--- config.mk ---
export PLATFORM = sky130hd
export DESIGN_NAME = upg_stream_loader
export DESIGN_NICKNAME = d
export VERILOG_FILES = /design/src/rtl/upg_stream_loader_pkg.sv /design/src/rtl/upg_byte_packer.sv /design/src/rtl/upg_stream_loader.sv
export SDC_FILE = /design/constraint.sdc
export NUM_CORES = 1
export LEC_CHECK = 0
export ABC_CLOCK_PERIOD_IN_PS = 5500
export CORE_ASPECT_RATIO = 1.5
export CORE_MARGIN = 1
export CORE_UTILIZATION = 35
export DETAILED_ROUTE_END_ITERATION = 16
export GPL_TIMING_DRIVEN = 0
export PLACE_DENSITY = 0.52
export SLEW_MARGIN = 5
export SYNTH_ARGS = -nofsm -noshare
export SYNTH_HDL_FRONTEND = slang
export SYNTH_SLANG_ARGS = --single-unit
--- constraint.sdc ---
create_clock -name clk -period 5.5 [get_ports clk]
set_input_delay 1.65 -clock clk [delete_from_list [all_inputs] [get_ports clk]]
set_output_delay 1.65 -clock clk [all_outputs]
set_load 0.05 [all_outputs]
--- src/rtl/upg_stream_loader_pkg.sv ---
// upg_stream_loader_pkg: shared states, region select bits and byte-lane helper for the UART loader
package upg_stream_loader_pkg;

    typedef enum logic [3:0] {
        S_IDLE,
        S_I_LEN,
        S_I_DATA,
        S_I_WR,
        S_D_LEN,
        S_D_DATA,
        S_D_WR,
        S_DONE,
        S_ERR
    } state_e;

    localparam logic REGION_IMEM = 1'b0;
    localparam logic REGION_DMEM = 1'b1;

    // Little-endian: byte k of a word lands in bits [8k+7:8k].
    function automatic logic [31:0] put_lane(input logic [31:0] w, input logic [1:0] k, input logic [7:0] b);
        put_lane = w;
        put_lane[{k, 3'b000} +: 8] = b;
    endfunction

endpackage

--- src/rtl/upg_byte_packer.sv ---
// upg_byte_packer: assembles four accepted bytes into a little-endian word and flags the 4th byte
module upg_byte_packer
    import upg_stream_loader_pkg::*;
(
    input  logic        clk,
    input  logic        rst,
    input  logic        clr_i,
    input  logic        valid_i,
    input  logic [7:0]  byte_i,
    output logic [31:0] word_o,
    output logic        word_valid_o
);

    logic [1:0]  cnt_q, cnt_d;
    logic [31:0] word_q, word_d;

    // word_o already includes the byte being accepted, so the full word is usable in the same cycle.
    assign word_o       = put_lane(word_q, cnt_q, byte_i);
    assign word_valid_o = valid_i && cnt_q == 2'd3;

    always_comb begin
        cnt_d  = clr_i ? 2'd0 : valid_i ? cnt_q + 2'd1 : cnt_q;
        word_d = valid_i ? word_o : word_q;
    end

    always_ff @(posedge clk) begin
        if (rst) begin
            cnt_q  <= '0;
            word_q <= '0;
        end else begin
            cnt_q  <= cnt_d;
            word_q <= word_d;
        end
    end

endmodule

--- src/rtl/upg_stream_loader.sv ---
// upg_stream_loader: UART byte stream to imem/dmem programming port sequencer
module upg_stream_loader
    import upg_stream_loader_pkg::*;
#(
    parameter int ADDR_W      = 14,
    parameter int TIMEOUT_CYC = 1000000,
    parameter int CNT_W       = 20
) (
    input  logic              clk,
    input  logic              rst,
    input  logic              start_i,
    input  logic              rx_valid_i,
    input  logic [7:0]        rx_data_i,
    output logic              rx_ready_o,
    output logic              upg_wen_o,
    output logic [ADDR_W:0]   upg_adr_o,
    output logic [31:0]       upg_dat_o,
    output logic              upg_done_o,
    output logic              busy_o,
    output logic              err_o
);

    state_e            state_q, state_d;
    logic [CNT_W-1:0]  tmo_q, tmo_d;
    logic [ADDR_W:0]   waddr_q, waddr_d;
    logic [ADDR_W:0]   n_q, n_d;
    logic [ADDR_W:0]   adr_q, adr_d;
    logic [31:0]       dat_q, dat_d;
    logic [31:0]       word;
    logic              acc, wv, tmo, is_len, is_data, is_d, too_big, last;

    assign is_len     = state_q == S_I_LEN || state_q == S_D_LEN;
    assign is_data    = state_q == S_I_DATA || state_q == S_D_DATA;
    assign is_d       = state_q == S_D_LEN || state_q == S_D_DATA || state_q == S_D_WR;
    assign rx_ready_o = is_len || is_data;
    assign upg_wen_o  = state_q == S_I_WR || state_q == S_D_WR;
    assign upg_done_o = state_q == S_DONE;
    assign err_o      = state_q == S_ERR;
    assign busy_o     = !(state_q == S_IDLE || state_q == S_DONE || state_q == S_ERR);
    assign upg_adr_o  = adr_q;
    assign upg_dat_o  = dat_q;
    assign acc        = rx_valid_i && rx_ready_o;
    assign tmo        = tmo_q == CNT_W'(TIMEOUT_CYC - 1);
    assign too_big    = {1'b0, word} > (33'd1 << ADDR_W);
    // Counter is one bit wider than the address so N = 2^ADDR_W terminates without wrapping.
    assign last       = waddr_q + (ADDR_W+1)'(1) == n_q;

    upg_byte_packer u_packer (
        .clk          (clk),
        .rst          (rst),
        .clr_i        (!rx_ready_o),
        .valid_i      (acc),
        .byte_i       (rx_data_i),
        .word_o       (word),
        .word_valid_o (wv)
    );

    always_comb begin
        state_d = state_q;
        case (state_q)
            S_IDLE, S_DONE, S_ERR: state_d = start_i ? S_I_LEN : state_q;
            S_I_LEN, S_D_LEN:
                if (wv)
                    state_d = too_big ? S_ERR :
                              word == 32'd0 ? (is_d ? S_DONE : S_D_LEN) :
                              (is_d ? S_D_DATA : S_I_DATA);
                else if (tmo)
                    state_d = S_ERR;
            S_I_DATA, S_D_DATA: state_d = wv ? (is_d ? S_D_WR : S_I_WR) : tmo ? S_ERR : state_q;
            S_I_WR, S_D_WR: state_d = last ? (is_d ? S_DONE : S_D_LEN) : (is_d ? S_D_DATA : S_I_DATA);
            default: state_d = S_IDLE;
        endcase
    end

    always_comb begin
        tmo_d   = (!rx_ready_o || acc || state_d != state_q) ? '0 : tmo_q + CNT_W'(1);
        waddr_d = (is_len && wv) ? '0 : upg_wen_o ? waddr_q + (ADDR_W+1)'(1) : waddr_q;
        n_d     = (is_len && wv) ? word[ADDR_W:0] : n_q;
        adr_d   = (is_data && wv) ? {is_d ? REGION_DMEM : REGION_IMEM, waddr_q[ADDR_W-1:0]} : adr_q;
        dat_d   = (is_data && wv) ? word : dat_q;
    end

    always_ff @(posedge clk) begin
        if (rst) begin
            state_q <= S_IDLE;
            tmo_q   <= '0;
            waddr_q <= '0;
            n_q     <= '0;
            adr_q   <= '0;
            dat_q   <= '0;
        end else begin
            state_q <= state_d;
            tmo_q   <= tmo_d;
            waddr_q <= waddr_d;
            n_q     <= n_d;
            adr_q   <= adr_d;
            dat_q   <= dat_d;
        end
    end

endmodule
==> metrics, run 1 <==
placed instance count 1,097; Clock Root Buffer sky130_fd_sc_hd__clkbuf_16; final layout net count 889; Post-Place Setup Slack 842 ps; top area cells in the synthesized netlist sky130_fd_sc_hd__dfxtp_1 41%, sky130_fd_sc_hd__a211oi_1 9.4%, sky130_fd_sc_hd__nor2_1 7.8%; final cell utilization of the core 44.5%; clock slew at reported path FFs 60 ps; average cell area after synthesis 8.30 um^2; RSZ-0062 raised after global routing no; endpoint type of the worst setup path output pin; area growth from synthesis to layout 23.3%; Final WS setup 1090 ps; Pins Over Slew Limit 0; Initial Util 36.1%; Layout Cell Area excl Fill 8050 um^2; number of warnings issued by yosys 0; critical path's largest stage delay 860 ps; synthesized area 6530 um^2; fraction of power consumed by sequential logic 43.5%; drt wl/cell 16.3 um; number of levels in the clock H-tree 4; number of placement rows 60; number of cells upsized or downsized after cts 0; most used standard cells in the synthesized netlist 136 x sky130_fd_sc_hd__nor2_1, 135 x sky130_fd_sc_hd__dfxtp_1, 82 x sky130_fd_sc_hd__a211oi_1; worst min-delay path startpoint tmo_q[0]$_SDFF_PP0_; initial antenna violation count 0; clock sink total 135; Antenna Cells 0; global routing usage summed across all routing layers 20.4%; switching power of the nets 0.570 mW; number of I/O port buffers 62; worst IR drop on VDD 172 uV; number of antenna-violating nets in the routed design 0; DRC violations left 0; count of boundary I/O pins 64; detail-routed via count per cell 5.24; detailed-routing iteration count for the pre-antenna-repair pass 5; maximum fanout along the worst path 10; core outline area 18,100 um^2; Non-Filler Instances 1,129; Post-synth EDFFs 0; initial drt markers 264; Logic pwr share 7.2%; most instantiated library cell after synthesis sky130_fd_sc_hd__nor2_1; via count 5,911; largest delay contributor family on the critical path buffers and inverters; number of buffers and inverters on the critical path 3; buffer depth of the longest clock path 2; Mapped Nets 808; peak clock frequency supported by timing 227 MHz; Total Neg Setup Slack 0 ps; Die H 169 um; sort of element at the start of the critical path flop; gate count of the mapped netlist 787; maximum number of pins on one net before global-route repair 17; cells on worst reg2reg path 12; leakage 2.63 nW; remaining global-route overflow 0; CP Data Arrival Time 2760 ps; slew of the pin with the lowest slew margin 783 ps; worst r2r dst state_q[1]$_SDFF_PP0_; Power Dens Cells 287 nW/um^2; Final Cycle Share 80.2%; vias in the first global route 5,934; Die Footprint 19,200 um^2; fraction of final layout cells sized beyond drive strength 1 7.83%; post-layout min period 4410 ps; area share of the largest cell type after synthesis 41.4%; number of hold-slack violations in the final timing report 0; post-detailed-placement cell area 7460 um^2; total power of the final layout 2.31 mW; class of the most critical setup path flop to output pin; Async S/R FF share, synth 0%; part of the power in the clock network 49.3%; placer congestion estimate 0.934; outcome completed; Setup violations, final 0; series of cell instances along the critical path clkbuf_1, nand3b_1, inv_1, clkdlybuf4s50_1; buffers inserted by post-CTS timing repair 0; number of clock buffers inserted by TritonCTS 17; Worst slew margin 47.4%; Endpoint, Worst Hold tmo_q[0]$_SDFF_PP0_; Worst Path Required 3850 ps; Hold/Removal Path Class flop to flop; Worst R2R Setup Slack 1620 ps; clock tree from TritonCTS yes; internal power component 1.74 mW; Most used DFF post-synth sky130_fd_sc_hd__dfxtp_1; total wirelength of the detailed-routed design 18,400 um; worst-case clock skew 8.96 ps; flip-flop and latch count after synthesis 135; hold path cells 1; CP max-delay cell sky130_fd_sc_hd__clkdlybuf4s50_1; dominant cell type by area after synthesis sky130_fd_sc_hd__dfxtp_1; worst-skew pair later-pin latency 420 ps; hold bufs inserted after CTS 0; reg2reg start waddr_q[0]$_SDFFE_PP0N_; DPL Wire Length 14,200 um; net switching share of the total power 24.7%; global-route wire length before repair 30,500 um; final hold slack 444 ps; Die Span X 114 um; sequential area share after synthesis 41.4%; # Max-Cap Violations 0; Netlist cell types 57
-- kinds of logic after synthesis --
logic type	Yosys count	synth area share (%)
DFF	135	41.4
AOI/OAI and AO/OA	179	18.7
buffers and inverters	69	4.87
xor gates and xnor gates	50	6.70
adders and majority gates	9	1.72
and+or+nand+nor	343	26.4
muxes	2	0.326
-- worst max path at each step --
stage	to	depth (start not counted)	startpoint
2_1_floorplan	busy_o	4	state_q[2]$_SDFF_PP0_
3_3_place_gp	state_q[1]$_SDFF_PP0_	8	rx_data_i[3]
3_5_place_dp	state_q[1]$_SDFF_PP0_	8	rx_data_i[3]
4_1_cts	upg_wen_o	4	state_q[1]$_SDFF_PP0_
5_1_grt	upg_wen_o	4	state_q[1]$_SDFF_PP0_
6_report	upg_wen_o	4	state_q[1]$_SDFF_PP0_
-- power groups by stage --
stage | Clock, mW | Sequential (mW) | Combinational [mW]
4_1_cts | 1.17 | 1.01 | 0.166
2_1_floorplan | 0 | 1.02 | 0.112
3_3_place_gp | 0 | 1.03 | 0.164
6_report | 1.14 | 1.01 | 0.167
5_1_grt | 1.20 | 1.01 | 0.182
3_5_place_dp | 0 | 1.03 | 0.165
-- cell type report --
type,instances,area (um^2)
Tap cell,248,310
Buffer,59,280
Fill cell,1840,10000
Inverter,10,37.5
Clock inverter,12,141
Clock buffer,20,447
Sequential cell,135,2700
Multi-Input combinational cell,583,3510
Timing Repair Buffer,62,621
-- registers in the layout, summed over array words and instances (netlist names) --
signal,cells
u_packer.word_q,32
upg_adr_o,15
tmo_q,20
u_packer.cnt_q,2
n_q,15
upg_dat_o,32
waddr_q,15
state_q,4
-- placed cells by master, fill, tap and decap left out, drive strengths merged, types with 2 or more instances in the layout --
cell	count
a211oi	83
a21boi	2
a21oi	40
a2bb2oi	2
a31oi	24
and2	12
and3	3
and4	6
buf	28
bufinv	2
clkbuf	51
clkdlybuf4s50	62
clkinv	3
clkinvlp	2
dfxtp	135
ha	9
inv	15
nand2	56
nand2b	4
nand3	17
nand3b	6
nand4	11
nand4b	2
nor2	137
nor2b	43
nor3	13
nor3b	2
nor4	13
nor4b	2
o21ai	14
o31ai	6
or2	4
or4	8
xnor2	31
xor2	19
-- layer usage --
layer	global-route usage (%)	share of wire (%)	vias to the layer above
li1	-	-	2942
met1	22.6	41	2791
met2	36.4	51	137
met3	4.29	4.0	41
met4	10.0	3.6	0
met5	0	0	-
(Power assumes the default switching activity.)
==> run 2, diff against run 1 <==
- ABC_CLOCK_PERIOD_IN_PS: 5500 -> 3540
- PLACE_DENSITY: 0.52 -> 0.54
- clock period: 5.5 -> 3.54 ns (I/O delays scaled with it)
==> metrics, run 2 (synthesis gave the netlist of run 1 again) <==
outcome finished with violations; via count 5,765; detail-routed via count per cell 5.11; slew of the pin with the lowest slew margin 840 ps; core outline area 18,100 um^2; buffer depth of the longest clock path 2; DPL Wire Length 13,700 um; class of the most critical setup path primary input to flop; global-route wire length before repair 29,600 um; endpoint type of the worst setup path flop; placer congestion estimate 0.897; Antenna Cells 0; hold bufs inserted after CTS 0; global routing usage summed across all routing layers 20.0%; number of antenna-violating nets in the routed design 0; number of hold-slack violations in the final timing report 0; post-layout min period 3560 ps; peak clock frequency supported by timing 281 MHz; # Max-Cap Violations 0; DRC violations left 0; Initial Util 36.1%; maximum number of pins on one net before global-route repair 17; highest-count cells in the layout ignoring fill and taps 136 x sky130_fd_sc_hd__nor2_1, 133 x sky130_fd_sc_hd__dfxtp_1, 82 x sky130_fd_sc_hd__a211oi_1; clock tree from TritonCTS yes; number of buffers and inverters on the critical path 1; Power Dens Cells 461 nW/um^2; Final WS setup -16.0 ps; critical path's largest stage delay 530 ps; Most Crowded Layer GR met2; Setup violations, final 1; buffers inserted by post-CTS timing repair 0; Pins Over Slew Limit 0; maximum fanout along the worst path 5; placed instance count 1,097; Clock Root Buffer sky130_fd_sc_hd__clkbuf_16; CP Data Arrival Time 3920 ps; Die Span X 114 um; filler cell count 1,850; global routing usage on met1 22.8%; vias in the first global route 5,555; met3 layer usage reported by global route 4.04%; number of I/O port buffers 62; Worst Path Required 3900 ps; largest delay contributor family on the critical path simple AND/OR/NAND/NOR gates; CP max-delay cell sky130_fd_sc_hd__clkdlybuf4s50_1; clock sink total 135; sort of element at the start of the critical path primary input; leakage 2.76 nW; drt wl/cell 16.3 um; Total Neg Setup Slack -16.0 ps; clock slew at reported path FFs 60 ps; commonest non-fill, non-tap cell in the layout sky130_fd_sc_hd__nor2_1; Worst slew margin 43.6%; detailed-routing iteration count for the pre-antenna-repair pass 5; count of boundary I/O pins 64; worst-skew pair later-pin latency 430 ps; final layout net count 888; area growth from synthesis to layout 25.4%; number of placement rows 60; Non-Filler Instances 1,128; initial drt markers 232; total wirelength of the detailed-routed design 18,400 um; violated checks negative setup slack; fraction of final layout cells sized beyond drive strength 1 9.66%; Hold/Removal Path Class flop to flop; worst-case clock skew 8.99 ps; worst IR drop on VDD 231 uV; Post-Place Setup Slack -549 ps; number of clock buffers inserted by TritonCTS 17; series of cell instances along the critical path clkdlybuf4s50_1, nor4_2, a21boi_0, nor4_1, nand3b_1, ha_1, or4_1, a21oi_1; GR Layer Usage met2 35.2%; Die Footprint 19,200 um^2; initial antenna violation count 0; RSZ-0062 raised after global routing yes; number of levels in the clock H-tree 4; Final Cycle Share 100%; Die H 169 um; remaining global-route overflow 0
run 2: path summary, 6_finish.rpt:
path	start	endpoint	slack, ps	cells past startpoint
min reg2reg	tmo_q[0]$_SDFF_PP0_	tmo_q[0]$_SDFF_PP0_	450	1
max	rx_data_i[3]	state_q[1]$_SDFF_PP0_	-20	8
max reg2reg	u_packer.cnt_q[0]$_SDFFE_PP0P_	state_q[1]$_SDFF_PP0_	30	12
min	tmo_q[0]$_SDFF_PP0_	tmo_q[0]$_SDFF_PP0_	450	1
run 2: stage by stage:
stage | hold slack [ps] | power (mW) | cell area (um^2) | util, %
5_1_grt | 472 | 3.90 | 8190 | 45.3
3_3_place_gp | 432 | 1.85 | 7460 | 41.3
3_5_place_dp | 437 | 1.85 | 7460 | 41.3
2_1_floorplan | 413 | 1.76 | 6530 | -
6_report | 447 | 3.77 | 8190 | 45.3
4_1_cts | 452 | 3.80 | 8150 | 45.1
run 2: layer usage:
layer / up-vias / routed length [um]
met5: - / 0
met4: 0 / 579
met3: 33 / 604
met2: 118 / 9270
met1: 2671 / 7950
li1: 2943 / -
run 2: cell type report:
type                            count  area [um^2]  area share (%)
Tap cell                          248          310            3.79
Buffer                             58          282            3.44
Inverter                           10         37.5           0.458
Sequential cell                   135         2710            33.0
Clock buffer                       19          453            5.53
Timing Repair Buffer               62          632            7.71
Multi-Input combinational cell    583         3580            43.7
Clock inverter                     13          191            2.34
run 2: report_power, final:
part | switching (mW) | internal [mW] | leakage [nW]
clock | 0.722 | 1.22 | 0.318
sequential | 0.0178 | 1.55 | 1.09
combinational | 0.171 | 0.0939 | 1.35
total | 0.911 | 2.86 | 2.76
run 2: timing repair:
item,in CTS,in global routing
pin swaps,1,2
setup endpoints to repair,3,7
resized for setup,11,15
